[config.mk]
export PLATFORM = sky130hd
export DESIGN_NAME = dcache_flush_sequencer
export DESIGN_NICKNAME = d
export VERILOG_FILES = /design/src/rtl/dcache_flush_sequencer.sv
export SDC_FILE = /design/constraint.sdc
export NUM_CORES = 1
export LEC_CHECK = 0
export CORE_UTILIZATION = 37
export CTS_CLUSTER_DIAMETER = 60
export DETAILED_ROUTE_END_ITERATION = 10
export PLACE_DENSITY = 0.81
export RECOVER_POWER = 50
export SYNTH_ARGS = -nofsm -noshare
export SYNTH_HDL_FRONTEND = slang
export SYNTH_SLANG_ARGS = --single-unit
[constraint.sdc]
create_clock -name clk -period 1.84 [get_ports clk]
set_input_delay 0.276 -clock clk [delete_from_list [all_inputs] [get_ports clk]]
set_output_delay 0.276 -clock clk [all_outputs]
set_load 0.02 [all_outputs]
[src/rtl/dcache_flush_sequencer.sv]
// D-cache flush sequencer: walks every set/way, writes back dirty lines and cleans them.
// Define DCACHE_FLUSH_INVALIDATE_EN to invalidate every valid line instead of only cleaning dirty ones.
module dcache_flush_sequencer #(
  parameter int unsigned INDEX_NUM = 64,
  parameter int unsigned WAY_NUM   = 2,
  parameter int unsigned TAG_W     = 20,
  parameter int unsigned OFFSET_W  = 4,
  parameter int unsigned LINE_W    = 128,
  parameter int unsigned MAX_WB    = 4,
  localparam int unsigned IDX_W    = $clog2(INDEX_NUM),
  localparam int unsigned WAY_W    = $clog2(WAY_NUM),
  localparam int unsigned ADDR_W   = TAG_W + IDX_W + OFFSET_W,
  localparam int unsigned CNT_W    = $clog2(MAX_WB + 1)
) (
  input  logic              clk,
  input  logic              rst,
  input  logic              flushReq,
  output logic              flushReqAck,
  output logic              flushing,
  output logic              flushComplete,
  input  logic              mshrIdle,
  output logic              arrayReq,
  input  logic              arrayGrt,
  output logic              arrayWE,
  output logic [IDX_W-1:0]  arrayIndex,
  output logic [WAY_W-1:0]  arrayWay,
  output logic              arrayValidOut,
  input  logic              tagValidIn,
  input  logic              dirtyIn,
  input  logic [TAG_W-1:0]  tagIn,
  input  logic [LINE_W-1:0] lineIn,
  output logic              memReq,
  output logic [ADDR_W-1:0] memAddr,
  output logic [LINE_W-1:0] memData,
  input  logic              memAck,
  input  logic              memWriteDone
);

`ifdef DCACHE_FLUSH_INVALIDATE_EN
  localparam logic UPDATE_CLEAN = 1'b1;
  localparam logic VALID_AFTER  = 1'b0;
`else
  localparam logic UPDATE_CLEAN = 1'b0;
  localparam logic VALID_AFTER  = 1'b1;
`endif

  typedef enum logic [2:0] {
    S_IDLE, S_WAIT_MSHR, S_READ, S_CHECK, S_WB, S_UPDATE, S_DRAIN, S_DONE
  } state_t;

  state_t              r_state, w_next;
  logic                r_ack;
  logic [IDX_W-1:0]    r_index;
  logic [WAY_W-1:0]    r_way;
  logic [TAG_W-1:0]    r_tag;
  logic [LINE_W-1:0]   r_line;
  logic [CNT_W-1:0]    r_outstanding;
  logic                w_accept, w_advance, w_capture, w_last, w_inc;

  assign w_last        = (r_index == '1) && (r_way == '1);
  assign w_inc         = memReq && memAck;
  assign flushReqAck   = r_ack;
  assign arrayIndex    = r_index;
  assign arrayWay      = r_way;
  assign memAddr       = {r_tag, r_index, {OFFSET_W{1'b0}}};
  assign memData       = r_line;

  always_ff @(posedge clk or negedge rst) begin
    if (!rst) r_state <= S_IDLE;
    else      r_state <= w_next;
  end

  always_comb begin
    w_next        = r_state;
    w_accept      = 1'b0;
    w_advance     = 1'b0;
    w_capture     = 1'b0;
    flushing      = 1'b0;
    flushComplete = 1'b0;
    arrayReq      = 1'b0;
    arrayWE       = 1'b0;
    arrayValidOut = 1'b0;
    memReq        = 1'b0;
    case (r_state)
      S_IDLE: if (flushReq) begin
        w_accept = 1'b1;
        w_next   = S_WAIT_MSHR;
      end
      S_WAIT_MSHR: begin
        flushing = 1'b1;
        if (mshrIdle) w_next = S_READ;
      end
      S_READ: begin
        flushing = 1'b1;
        arrayReq = 1'b1;
        if (arrayGrt) w_next = S_CHECK;
      end
      S_CHECK: begin
        flushing  = 1'b1;
        w_capture = 1'b1;
        if (tagValidIn && dirtyIn)           w_next = S_WB;
        else if (tagValidIn && UPDATE_CLEAN) w_next = S_UPDATE;
        else                                 w_advance = 1'b1;
      end
      S_WB: begin
        flushing = 1'b1;
        // Throttle only the request; address/data are already held in registers.
        memReq   = (r_outstanding < CNT_W'(MAX_WB));
        if (memReq && memAck) w_next = S_UPDATE;
      end
      S_UPDATE: begin
        flushing      = 1'b1;
        arrayReq      = 1'b1;
        arrayWE       = 1'b1;
        arrayValidOut = VALID_AFTER;
        if (arrayGrt) w_advance = 1'b1;
      end
      S_DRAIN: begin
        flushing = 1'b1;
        if (r_outstanding == '0) w_next = S_DONE;
      end
      S_DONE: begin
        flushComplete = 1'b1;
        w_next        = S_IDLE;
      end
      default: w_next = S_IDLE;
    endcase
    if (w_advance) w_next = w_last ? S_DRAIN : S_READ;
  end

  always_ff @(posedge clk or negedge rst) begin
    if (!rst) begin
      r_ack   <= 1'b0;
      r_index <= '0;
      r_way   <= '0;
      r_tag   <= '0;
      r_line  <= '0;
    end else begin
      r_ack <= w_accept;
      if (w_accept) begin
        r_index <= '0;
        r_way   <= '0;
      end else if (w_advance) begin
        r_way <= r_way + 1'b1;
        if (r_way == '1) r_index <= r_index + 1'b1;
      end
      if (w_capture) begin
        r_tag  <= tagIn;
        r_line <= lineIn;
      end
    end
  end

  always_ff @(posedge clk or negedge rst) begin
    if (!rst) begin
      r_outstanding <= '0;
    end else if (w_inc && !memWriteDone) begin
      r_outstanding <= r_outstanding + 1'b1;
    end else if (!w_inc && memWriteDone && r_outstanding != '0) begin
      r_outstanding <= r_outstanding - 1'b1;
    end
  end

  a_no_done_underflow: assert property (@(posedge clk) disable iff (!rst)
    !(memWriteDone && !w_inc && r_outstanding == '0));

endmodule

==> reports/results.txt, run 1 <==
The logs give 0 for the final-report hold violation count and 0 for the post-detailed-route count of antenna-violating nets. In this run, the number of DRC markers left after iteration 0 of detailed routing was 173. Final period utilization: 1.030.

Detailed placement finished with a half-perimeter wire length of 13.47 mm. The most critical setup path has its startpoint at r_outstanding[2]$_DFFE_PN0P_. Across all register-to-register paths, the minimum setup slack is -60 ps. The logs give 0 for the max-cap check violation count and 2 for the largest buffer count on any clock path.

Dominant register cell in the synthesized netlist: sky130_fd_sc_hd__dfrtp_1. The critical path ends at r_outstanding[1]$_DFFE_PN0P_. Initial core utilization: 0.3808.

For the number of rows created at floorplan, the log shows 49. The clock sink total is 162, and the vertical die dimension is 138.4 um. The clock power share is 0.164, and the boundary pin count is 329. The logs give 0.540 for the share of power burned in combinational logic and 0 for the warning count from the yosys run. Most common cell after layout, fill and taps aside: sky130_fd_sc_hd__clkdlybuf4s50_1. The number of synthesized flops with an enable pin is 0, and the final core utilization is 0.6163. The via count of the first global-routing pass was 5397; the final worst-path setup slack was -55.56 ps. The tools report the number of antenna violations at the first check in global routing as 0.

At the pin with the least slew margin, the transition time is 1251 ps. Internal power comes to 14.28 mW. The floorplan step defined a die boundary enclosing 0.01916 mm2. The region available for standard cell placement spans 0.01809 mm2. The clock transition time at the flip-flop clock pins of the worst setup and hold paths is 70 ps, and the antenna diode count is 0. Category of the critical setup timing path: register to register. At the end of routability-driven placement, the weighted congestion stood at 0.8093.

The final-stage net count came out at 930. The flow ran to the end, but the final reports show violations. The logs give 0.1658 for the max-slew headroom at the worst pin and -90.91 ps for the worst setup timing slack at the placement stage. STA puts the critical path data required time at 2180 ps. The peak ir drop on the vdd network came out at 0.001130 V. A synthesized cell averages 16.44 um2. In this run the clock root is driven by a sky130_fd_sc_hd__clkbuf_16. The number of endpoints failing setup at the final stage is 1.

The register bit total from synthesis works out to 162. Vias per cell: 4.741. In the layout the commonest cells are 313 x sky130_fd_sc_hd__clkdlybuf4s50_1, 161 x sky130_fd_sc_hd__dfrtp_1, 109 x sky130_fd_sc_hd__mux2_4. Largest fanout on the critical path: 2. Data on the critical path arrives at its endpoint at 2230 ps. The fraction of layout cells with a size suffix above 1 is 0.2989, and the pin count of the biggest net entering global routing is 55. The logs give 0.1981 for the total global routing track utilization and 38 for the distinct cell type count after synthesis.

The tools report the maximum level of the CTS H-tree as 4. The tools report the capturing element type of the critical path as a register. The tools report the capture instance of the worst register-to-register path as r_outstanding[1]$_DFFE_PN0P_. Floorplan die width: 138.4 um. The switching power of the nets was 7.645 mW. The worst min-delay path category is primary input to register. From synthesis to final layout, the design area changed by 61.85%. The fraction of power spent switching nets is 0.3488, and the post-layout total power is 21.92 mW. For the synthesized instance count, the log shows 419. STA classifies the critical path startpoint as a register. In this run the tool buffered the top-level ports with 324 buffer cells.

The proportion of register bits with asynchronous set or reset after synthesis is 1.000. The checks that failed: DRC, setup timing. Fmax: 527.5 MHz. The run gives 10.78 ps as the worst setup skew after layout.

The run gives 18.53 mm as the total length of routed wires. The combined area of all synthesized cells is 0.006887 mm2. The pre-antenna-repair detailed-routing pass consisted of 7 iterations. The clock latency on the worst-skew pair was 420 ps; the total clock buffers created by CTS was 17. The final count of pins violating max slew came out at 0. For this design the static power due to leakage is 5.076 nW. The run gives 29.34 mm as the global-route wire length before repair. Setup repair after global routing could not meet its margin everywhere.

The worst path in the final design needs a cycle of 1896 ps, including I/O delays and setup. Summed over all layers, the global routing overflow is 0. The total of fill cells in the finished design is 1329. The part of the Yosys area used for sequential elements was 0.5887; the total power per unit cell area was 1967 mW/mm2.

For this block, the via count after detailed routing is 4798. The worst register-to-register path has a depth of 6. Hold timing on the final database bottoms out at a slack of 462.6 ps.

After detailed routing, the average wire length per cell comes to 18.31 um. The beginning of the worst register-to-register path is r_outstanding[2]$_DFFE_PN0P_. TritonCTS built the clock tree.

The logs give 0.296 for the part of the power in registers and 48 for the final routed DRC violation total.
-- cells by family (layout without fill, tap and decap cells) --
kind of cell               Yosys count  after routing  share of synthesized area
AOI/OAI and AO/OA                   18             18                    0.01799
xor gates and xnor gates             1              1                   0.001272
adders and majority gates            2              2                   0.004724
buffers and inverters               38            399                    0.04215
DFF                                162            162                     0.5887
muxes                              158            158                     0.3160
other                                1              4                  0.0005445
and+or+nand+nor                     39             39                    0.02871
-- through the flow --
step / cells / setup TNS [ps] / instance area, um2
2_1_floorplan: 422 / -241.3 / 6914
3_3_place_gp: 972 / -35.86 / 10500
3_5_place_dp: 972 / -169.3 / 10500
4_1_cts: 1005 / -75.25 / 11120
5_1_grt: 1012 / -686.9 / 11150
6_report: 1012 / -55.56 / 11150
-- cells in the mapped netlist, types with 2 or more instances --
cell type                    n  area (um2)
sky130_fd_sc_hd__and3_1      3       18.77
sky130_fd_sc_hd__nor2_1      9       33.78
sky130_fd_sc_hd__buf_2       4       20.02
sky130_fd_sc_hd__o221ai_1    2       17.52
sky130_fd_sc_hd__nand4_1     2       12.51
sky130_fd_sc_hd__mux2_4    109        1637
sky130_fd_sc_hd__a21oi_1     3       15.01
sky130_fd_sc_hd__o22ai_1     2       12.51
sky130_fd_sc_hd__clkbuf_1    3       11.26
sky130_fd_sc_hd__nand3_1     3       15.01
sky130_fd_sc_hd__and4_1      2       17.52
sky130_fd_sc_hd__o21ai_0     4       20.02
sky130_fd_sc_hd__buf_6      12       135.1
sky130_fd_sc_hd__o21a_1      2       15.01
sky130_fd_sc_hd__mux2_2     39       439.2
sky130_fd_sc_hd__dfrtp_1   162        4054
sky130_fd_sc_hd__buf_4      11       82.58
sky130_fd_sc_hd__nand2b_1    2       12.51
sky130_fd_sc_hd__inv_1       6       22.52
sky130_fd_sc_hd__nand2_1    12       45.04
sky130_fd_sc_hd__mux2i_1    10       100.1
-- critical path, cell delays in order (launching register included) --
cell                      delay [ps]
sky130_fd_sc_hd__dfrtp_1         420
sky130_fd_sc_hd__nor4b_4         310
sky130_fd_sc_hd__and3_4          230
sky130_fd_sc_hd__inv_1            50
sky130_fd_sc_hd__fa_2            570
sky130_fd_sc_hd__mux2i_4          80
sky130_fd_sc_hd__o21ai_2         160
-- sequential cells by signal (all words and copies together) (netlist names) --
register,flops
arrayIndex,6
r_state,3
flushReqAck,1
r_tag,20
r_outstanding,3
arrayWay,1
memData,128
-- power by group through the flow --
| stage | clock, mW | sequential (mW) | combinational (mW) |
|---|---|---|---|
| 2_1_floorplan | 0 | 8.52 | 4.60 |
| 6_report | 3.59 | 6.50 | 11.8 |
| 5_1_grt | 3.85 | 6.71 | 12.4 |
| 3_3_place_gp | 0 | 6.41 | 11.4 |
| 4_1_cts | 3.68 | 6.50 | 11.8 |
| 3_5_place_dp | 0 | 6.51 | 11.6 |
-- how the worst min path moves through the flow --
| stage | from | to | slack (ps) | cells after the start |
|---|---|---|---|---|
| detailed placement | rst | r_tag[16]$_DFFE_PN0P_ | 290 | 1 |
| CTS | rst | memData[0]$_DFFE_PN0P_ | 410 | 2 |
| global route | tagIn[5] | r_tag[5]$_DFFE_PN0P_ | 440 | 2 |
| global placement | rst | r_tag[16]$_DFFE_PN0P_ | 280 | 1 |
| finish | lineIn[110] | memData[110]$_DFFE_PN0P_ | 460 | 2 |
| floorplan | rst | arrayIndex[0]$_DFFE_PN0P_ | -20 | 0 |
-- cell type report --
class,instances,area [um2],area share
Timing Repair Buffer,362,3573,0.3206
Sequential cell,162,4055,0.3638
Clock buffer,18,429.2,0.03850
Multi-Input combinational cell,222,2619,0.2350
Tap cell,229,286.5,0.02571
Inverter,6,22.52,0.002021
Clock inverter,13,160.2,0.01437
-- what timing repair did --
action / 4_1_cts / 5_1_grt
hold buffers: 1 / 0
endpoints found under the hold margin: 48 / 0
resized for setup: 26 / 13
buffers inserted: 1 / 6
setup endpoints to repair: 8 / 46
pin swaps: 3 / 2
gates cloned: 0 / 1
-- metal layers --
| metal | part of all wire | GRT usage | routed length (um) | up-vias |
|---|---|---|---|---|
| li1 | - | - | - | 2158 |
| met1 | 0.36 | 0.2090 | 6647 | 2403 |
| met2 | 0.54 | 0.3641 | 9962 | 213 |
| met3 | 0.083 | 0.07170 | 1541 | 24 |
| met4 | 0.020 | 0.06446 | 379 | 0 |
| met5 | 0 | 0 | 0 | - |
No activity file was read; power rests on OpenSTA's default activity.
==> inputs of run 2 (changes only) <==
--- a/config.mk
+++ b/config.mk
@@ -8,6 +8,7 @@
 export CORE_UTILIZATION = 37
 export CTS_CLUSTER_DIAMETER = 60
 export DETAILED_ROUTE_END_ITERATION = 10
+export MAX_ROUTING_LAYER = met4
 export PLACE_DENSITY = 0.81
 export RECOVER_POWER = 50
 export SYNTH_ARGS = -nofsm -noshare
==> run 2 against run 1 <==
Effect of this change:
- the flow still finishes with violations (DRC, setup timing)
- utilization hardly changed
- count of clock-buffer cells in the layout stayed put
- critical path depth stayed put
- routed wire length hardly changed
- via count is 0.21% higher
- global-route usage is 0.66 points higher
- largest power group unchanged
- critical endpoint unchanged
- hold slack better by 3.3 ps
- sequential power hardly changed
- register-to-register slack hardly changed
- first-iteration DRC count is 10% higher
- highest routed layer unchanged
- non-clock buffer count stayed put
==> reports/results.txt, run 2 (synthesis results as in run 1) <==
The area of the die came out at 0.01916 mm2 (unchanged). STA classifies the critical path endpoint as a register. The max-cap check violation count was 0 (unchanged); the vias per cell was 4.751 (+0.21%).

The startpoint class of the critical path is a register. The arrival time at the worst endpoint came out at 2230 ps (about the same). In the layout the commonest cells are 314 x sky130_fd_sc_hd__clkdlybuf4s50_1, 161 x sky130_fd_sc_hd__dfrtp_1, 109 x sky130_fd_sc_hd__mux2_4. The logs give 49 (unchanged) for the number of rows created at floorplan and 0 (unchanged) for the aggregate global routing overflow. The clock transition time at the flip-flop clock pins of the worst setup and hold paths was 70 ps (about the same). The boundary pin count was 329 (unchanged); the total power per unit cell area was 1965 mW/mm2 (about the same). The worst setup skew after layout came out at 9.988 ps (-0.7922 ps).

Peak ir drop on the vdd network: 0.001133 V (+0.30%). For the post-detailed-route count of antenna-violating nets, the log shows 0 (unchanged). The routed wirelength normalized by instance count was 18.31 um (about the same). The run finished, with violations left.

The post-synthesis to final-layout area growth came out at 61.94% (about the same). The logs give 5390 (-0.13%) for the via count of the first global-routing pass and 0.2047 (+0.006603) for the total global routing track utilization. The initial core utilization is 0.3808 (unchanged), and the global-route wire length before repair is 29.36 mm (about the same). The total clock buffers created by CTS was 17 (unchanged). The pin slew with the least headroom to its limit is 1249 ps (-2.485 ps).

The total length of routed wires is 18.53 mm (about the same), and the final-stage net count is 930 (unchanged). The kind of cell adding the most delay to the critical path is adder cells. TritonCTS built the clock tree. The initial DRC count was 191 (+10%); the number of endpoints failing setup at the final stage was 1 (unchanged).

The critical path in this run is classified as register to register. The half-perimeter wire length after placement is 13.47 mm (unchanged), and the number of buffers inserted by port buffering is 324 (unchanged). The pin count of the biggest net entering global routing came out at 55 (unchanged).

The number of iterations in the first detailed-routing pass is 7 (unchanged), and the worst-case hold slack is 465.9 ps (+3.326 ps). Setup repair after global routing could not meet its margin everywhere. The placer's final routability congestion estimate was 0.8212 (+1.5%).

The final core utilization was 0.6166 (about the same); the max-slew headroom at the worst pin was 0.1675 (+0.001657). Flip-flop count of the largest register, all copies and words added: 128 (unchanged). Cell at the root of the clock tree: sky130_fd_sc_hd__clkbuf_16. For this design, the slowest cell found on the critical path is sky130_fd_sc_hd__fa_2. The buffering stage count on the worst path with inverters included came out at 1 (unchanged). The largest buffer count on any clock path is 2 (unchanged), and the vertical die dimension is 138.4 um (unchanged). The data required time of the worst path was 2170 ps (about the same). The logs give 4808 (+0.21%) for the via count and 48 (unchanged) for the final routed DRC violation total.

The final worst-path setup slack came out at -55.07 ps (+0.4941 ps). Final period utilization: 1.030 (about the same). The clock sink total was 162 (unchanged); the total of fill cells in the finished design was 1327 (-0.15%). The largest fanout on the critical path works out to 2 (unchanged).

Worst min-delay path category: primary input to register. The number of antenna violations at the first check in global routing was 0 (unchanged); the largest stage delay on the critical path was 570 ps (about the same). Fraction of layout cells with a size suffix above 1: 0.2989 (unchanged). The leakage power summed over all cells came out at 5.078 nW (about the same). The library cell used most frequently in the layout, excluding fill and tap cells, is sky130_fd_sc_hd__clkdlybuf4s50_1. The final-report hold violation count is 0 (unchanged).

The maximum level of the CTS H-tree came out at 4 (unchanged). Traced cell by cell, the critical path runs through nor4b_4 -> and3_4 -> inv_1 -> fa_2 -> mux2i_4 -> o21ai_2. The tools report the final count of pins violating max slew as 0 (unchanged). The final reports fail on DRC, setup timing. The logs give 0 (unchanged) for the antenna diode count and 0.01809 mm2 (unchanged) for the area of the core. The floorplan die width was 138.4 um (unchanged); the final period demand of the worst path was 1895 ps (-0.4941 ps). The logs give 527.7 MHz (about the same) for the fmax and 410 ps (about the same) for the clock latency on the worst-skew pair.
## run 2: cell types whose count changed in the layout (fill, tap and decap cells not counted), sizes merged
cell           before  now
clkbuf             27   26
clkdlybuf4s50     313  314
## run 2: layout make-up
type | count | area [um2] | share of cell area
Tap cell | 229 | 286.5 | 0.02569
Inverter | 6 | 22.52 | 0.002020
Clock buffer | 18 | 429.2 | 0.03848
Multi-Input combinational cell | 222 | 2619 | 0.2348
Timing Repair Buffer | 362 | 3580 | 0.3210
Sequential cell | 162 | 4055 | 0.3636
Clock inverter | 13 | 160.2 | 0.01436
## run 2: path summary, 6_finish.rpt
path	from	endpoint	slack (ps)	cells after the start
setup / recovery	r_outstanding[2]$_DFFE_PN0P_	r_outstanding[1]$_DFFE_PN0P_	-60	6
hold / removal	lineIn[110]	memData[110]$_DFFE_PN0P_	470	2
min in group asynchronous	rst	memData[0]$_DFFE_PN0P_	680	2
setup reg to reg	r_outstanding[2]$_DFFE_PN0P_	r_outstanding[1]$_DFFE_PN0P_	-60	6
max in group asynchronous	rst	memData[20]$_DFFE_PN0P_	230	3
hold reg to reg	memData[26]$_DFFE_PN0P_	memData[26]$_DFFE_PN0P_	510	1
## run 2: repair_timing
item                                    in CTS  in global routing
cloned                                       0                  1
pin swaps                                    3                  2
endpoints found under the setup margin       8                 44
hold buffers                                 1                  0
endpoints found under the hold margin       48                  0
gates resized for setup                     26                 12
buffers inserted                             1                  6
## run 2: power by group
group | total (mW) | internal, mW | switching [mW]
combinational | 11.8 | 6.76 | 5.08
sequential | 6.50 | 5.39 | 1.11
clock | 3.59 | 2.13 | 1.46
## run 2: per-stage QoR
| step | std cells | power, mW | TNS, ps | setup WS (ps) | cell area, um2 |
|---|---|---|---|---|---|
| floorplan | 422 | 13.12 | -241.3 | -135.7 | 6914 |
| global placement | 972 | 17.77 | -35.86 | -35.86 | 10500 |
| detailed placement | 972 | 18.12 | -169.3 | -90.91 | 10500 |
| CTS | 1005 | 21.94 | -75.25 | -69.47 | 11120 |
| finish | 1012 | 21.92 | -55.07 | -55.07 | 11150 |
| global route | 1012 | 22.93 | -707.5 | -103.8 | 11150 |
## run 2: layer usage
| metal | wire, um | GRT usage | part of all wire |
|---|---|---|---|
| met4 | 380 | 0.06564 | 0.021 |
| met2 | 9955 | 0.3639 | 0.54 |
| met3 | 1362 | 0.06131 | 0.074 |
| met1 | 6830 | 0.2167 | 0.37 |
| met5 | 0 | - | 0 |
==> inputs of run 3 (changes only) <==
--- a/config.mk
+++ b/config.mk
@@ -8,8 +8,9 @@
 export CORE_UTILIZATION = 37
 export CTS_CLUSTER_DIAMETER = 60
 export DETAILED_ROUTE_END_ITERATION = 10
+export GPL_ROUTABILITY_DRIVEN = 0
 export MAX_ROUTING_LAYER = met4
-export PLACE_DENSITY = 0.81
+export PLACE_DENSITY = 0.77
 export RECOVER_POWER = 50
 export SYNTH_ARGS = -nofsm -noshare
 export SYNTH_HDL_FRONTEND = slang
==> run 3 against run 2 <==
Effect of this change:
- die area stayed put
- critical endpoint unchanged
- count of clock-buffer cells in the layout unchanged
- the flow still finishes with violations (DRC, setup timing)
- global-route usage is 0.075 points lower
==> reports/results.txt, run 3 (synthesis results as in run 1) <==
The run finished, with violations left. The final reports fail on DRC, setup timing. The startpoint class of the critical path is a register. TritonCTS built the clock tree. The pin slew with the least headroom to its limit came out at 1074 ps (-175.0 ps). The boundary pin count is 329 (unchanged), and the area of the die is 0.01916 mm2 (unchanged). The run gives 192 (+0.52%) as the initial DRC count. The library cell used most frequently in the layout, excluding fill and tap cells, is sky130_fd_sc_hd__clkdlybuf4s50_1. The tools report the cell at the root of the clock tree as sky130_fd_sc_hd__clkbuf_16.

The final period utilization works out to 1.026 (-0.003895). The tools report the antenna diode count as 0 (unchanged). The floorplan die width is 138.4 um (unchanged). The tools report the largest buffer count on any clock path as 2 (unchanged).

The tools report the data required time of the worst path as 2130 ps (-40 ps). The total clock buffers created by CTS is 17 (unchanged). The post-detailed-route count of antenna-violating nets was 0 (unchanged).

The run gives 4 (unchanged) as the maximum level of the CTS H-tree. The vertical die dimension was 138.4 um (unchanged). Clock transition time at the flip-flop clock pins of the worst setup and hold paths: 70 ps (about the same). The routed wirelength normalized by instance count is 18.22 um (-0.47%).

Clock latency on the worst-skew pair: 410 ps (about the same). The via count of the first global-routing pass was 5283 (-2.0%); the aggregate global routing overflow was 0 (unchanged). The max-slew headroom at the worst pin was 0.2842 (+0.1167); the fmax was 529.7 MHz (+0.38%). The final worst-path setup slack was -47.90 ps (+7.167 ps). The leakage power summed over all cells came out at 4.982 nW (-1.9%). Compared with the post-synthesis result, the final layout area differs by 59.27%. The number of endpoints failing setup at the final stage is 1 (unchanged), and the peak ir drop on the vdd network is 0.0009174 V (-19%).

The pin count of the biggest net entering global routing is 40 (-27%), and the flip-flop count of the largest register, all copies and words added is 128 (unchanged). The logs give 7 (unchanged) for the number of iterations in the first detailed-routing pass and 162 (unchanged) for the clock sink total. The worst setup skew after layout was 8.543 ps (-1.445 ps); the vias per cell was 4.825 (+1.5%). The largest fanout on the critical path was 2 (unchanged). The run gives 0.01809 mm2 (unchanged) as the area of the core.

Leaving out fill and tap cells, the most frequent cells in the layout are 308 x sky130_fd_sc_hd__clkdlybuf4s50_1, 162 x sky130_fd_sc_hd__dfrtp_1, 109 x sky130_fd_sc_hd__mux2_4. For the final routed DRC violation total, the log shows 44 (-8.3%). The run gives 2180 ps (-50 ps) as the arrival time at the worst endpoint. For the via count, the log shows 4839 (+0.64%). Initial core utilization: 0.3808 (unchanged).

The worst setup path is captured at a register. The total of fill cells in the finished design came out at 1398 (+5.4%). The fraction of layout cells with a size suffix above 1 was 0.2842 (-0.01461); the half-perimeter wire length after placement was 13.40 mm (-0.55%). Category of the critical setup timing path: register to register.

Final core utilization: 0.6064 (-0.01017). The total power per unit cell area is 1961 mW/mm2 (-0.20%), and the total length of routed wires is 18.28 mm (-1.4%). The final-report hold violation count came out at 0 (unchanged). The logs give 49 (unchanged) for the number of rows created at floorplan and 0 (unchanged) for the final count of pins violating max slew.

Worst min-delay path category: primary input to register. For the worst setup timing slack at the placement stage, the log shows -169.5 ps (-78.55 ps). The global-route wire length before repair is 29.55 mm (+0.66%), and the number of antenna violations at the first check in global routing is 0 (unchanged). The max-cap check violation count was 0 (unchanged); the final period demand of the worst path was 1888 ps (-7.167 ps).

Setup repair after global routing could not meet its margin everywhere. The final-stage net count was 921 (-0.97%); the number of buffers inserted by port buffering was 324 (unchanged). The run gives 0.2039 (-0.0007521) as the total global routing track utilization.
[run 3: per-layer routing]
layer  track usage  part of all wire  vias up
met5             -                 0        -
met4       0.07156             0.026        0
met3       0.05854             0.072       32
met2        0.3468              0.52      224
met1        0.2287              0.38     2444
li1              -                 -     2139
[run 3: worst paths after layout]
check	from	to	slack, ps	cells past startpoint
max	r_outstanding[2]$_DFFE_PN0P_	r_outstanding[1]$_DFFE_PN0P_	-50	6
min reg2reg	memData[106]$_DFFE_PN0P_	memData[106]$_DFFE_PN0P_	510	1
min in group asynchronous	rst	memData[25]$_DFFE_PN0P_	600	2
max in group asynchronous	rst	memData[79]$_DFFE_PN0P_	180	3
min	lineIn[119]	memData[119]$_DFFE_PN0P_	470	2
max reg2reg	r_outstanding[2]$_DFFE_PN0P_	r_outstanding[1]$_DFFE_PN0P_	-50	6
[run 3: layout make-up]
| cell class | count | area, um2 | area share |
|---|---|---|---|
| Tap cell | 229 | 286.5 | 0.02612 |
| Inverter | 6 | 22.52 | 0.002053 |
| Timing Repair Buffer | 353 | 3425 | 0.3122 |
| Multi-Input combinational cell | 222 | 2600 | 0.2371 |
| Clock buffer | 18 | 429.2 | 0.03913 |
| Sequential cell | 162 | 4054 | 0.3696 |
| Clock inverter | 13 | 151.4 | 0.01380 |
[run 3: worst max-delay path, cell delays in order (launching register included)]
cell	delay (ps)
sky130_fd_sc_hd__dfrtp_1	410
sky130_fd_sc_hd__nor4b_4	330
sky130_fd_sc_hd__and3_4	250
sky130_fd_sc_hd__inv_2	40
sky130_fd_sc_hd__fa_2	430
sky130_fd_sc_hd__o221ai_2	200
sky130_fd_sc_hd__o21ai_1	100
[run 3: repair_timing]
item,4_1_cts,5_1_grt
resized for setup,22,20
pin swaps,4,4
buffers inserted,3,1
hold endpoints to repair,33,0
gates cloned,0,0
hold buffers,1,0
setup endpoints to repair,8,23
[run 3: metrics by stage]
step / instance area [um2] / setup TNS [ps] / total power, mW / std cells / hold WS [ps]
global route: 10970 / -1040 / 22.55 / 1003 / 448.0
detailed placement: 10470 / -271.7 / 18.08 / 968 / 238.7
finish: 10970 / -47.90 / 21.51 / 1003 / 470.0
floorplan: 6914 / -241.3 / 13.12 / 422 / -19.59
CTS: 11080 / -102.1 / 21.74 / 1003 / 357.3
global placement: 10470 / -18.32 / 17.77 / 968 / 232.2
[run 3: power breakdown]
group / internal (mW) / switching (mW) / leakage (nW)
sequential: 5.38 / 1.09 / 1.90
clock: 2.01 / 1.48 / 0.264
combinational: 6.54 / 5.00 / 2.82
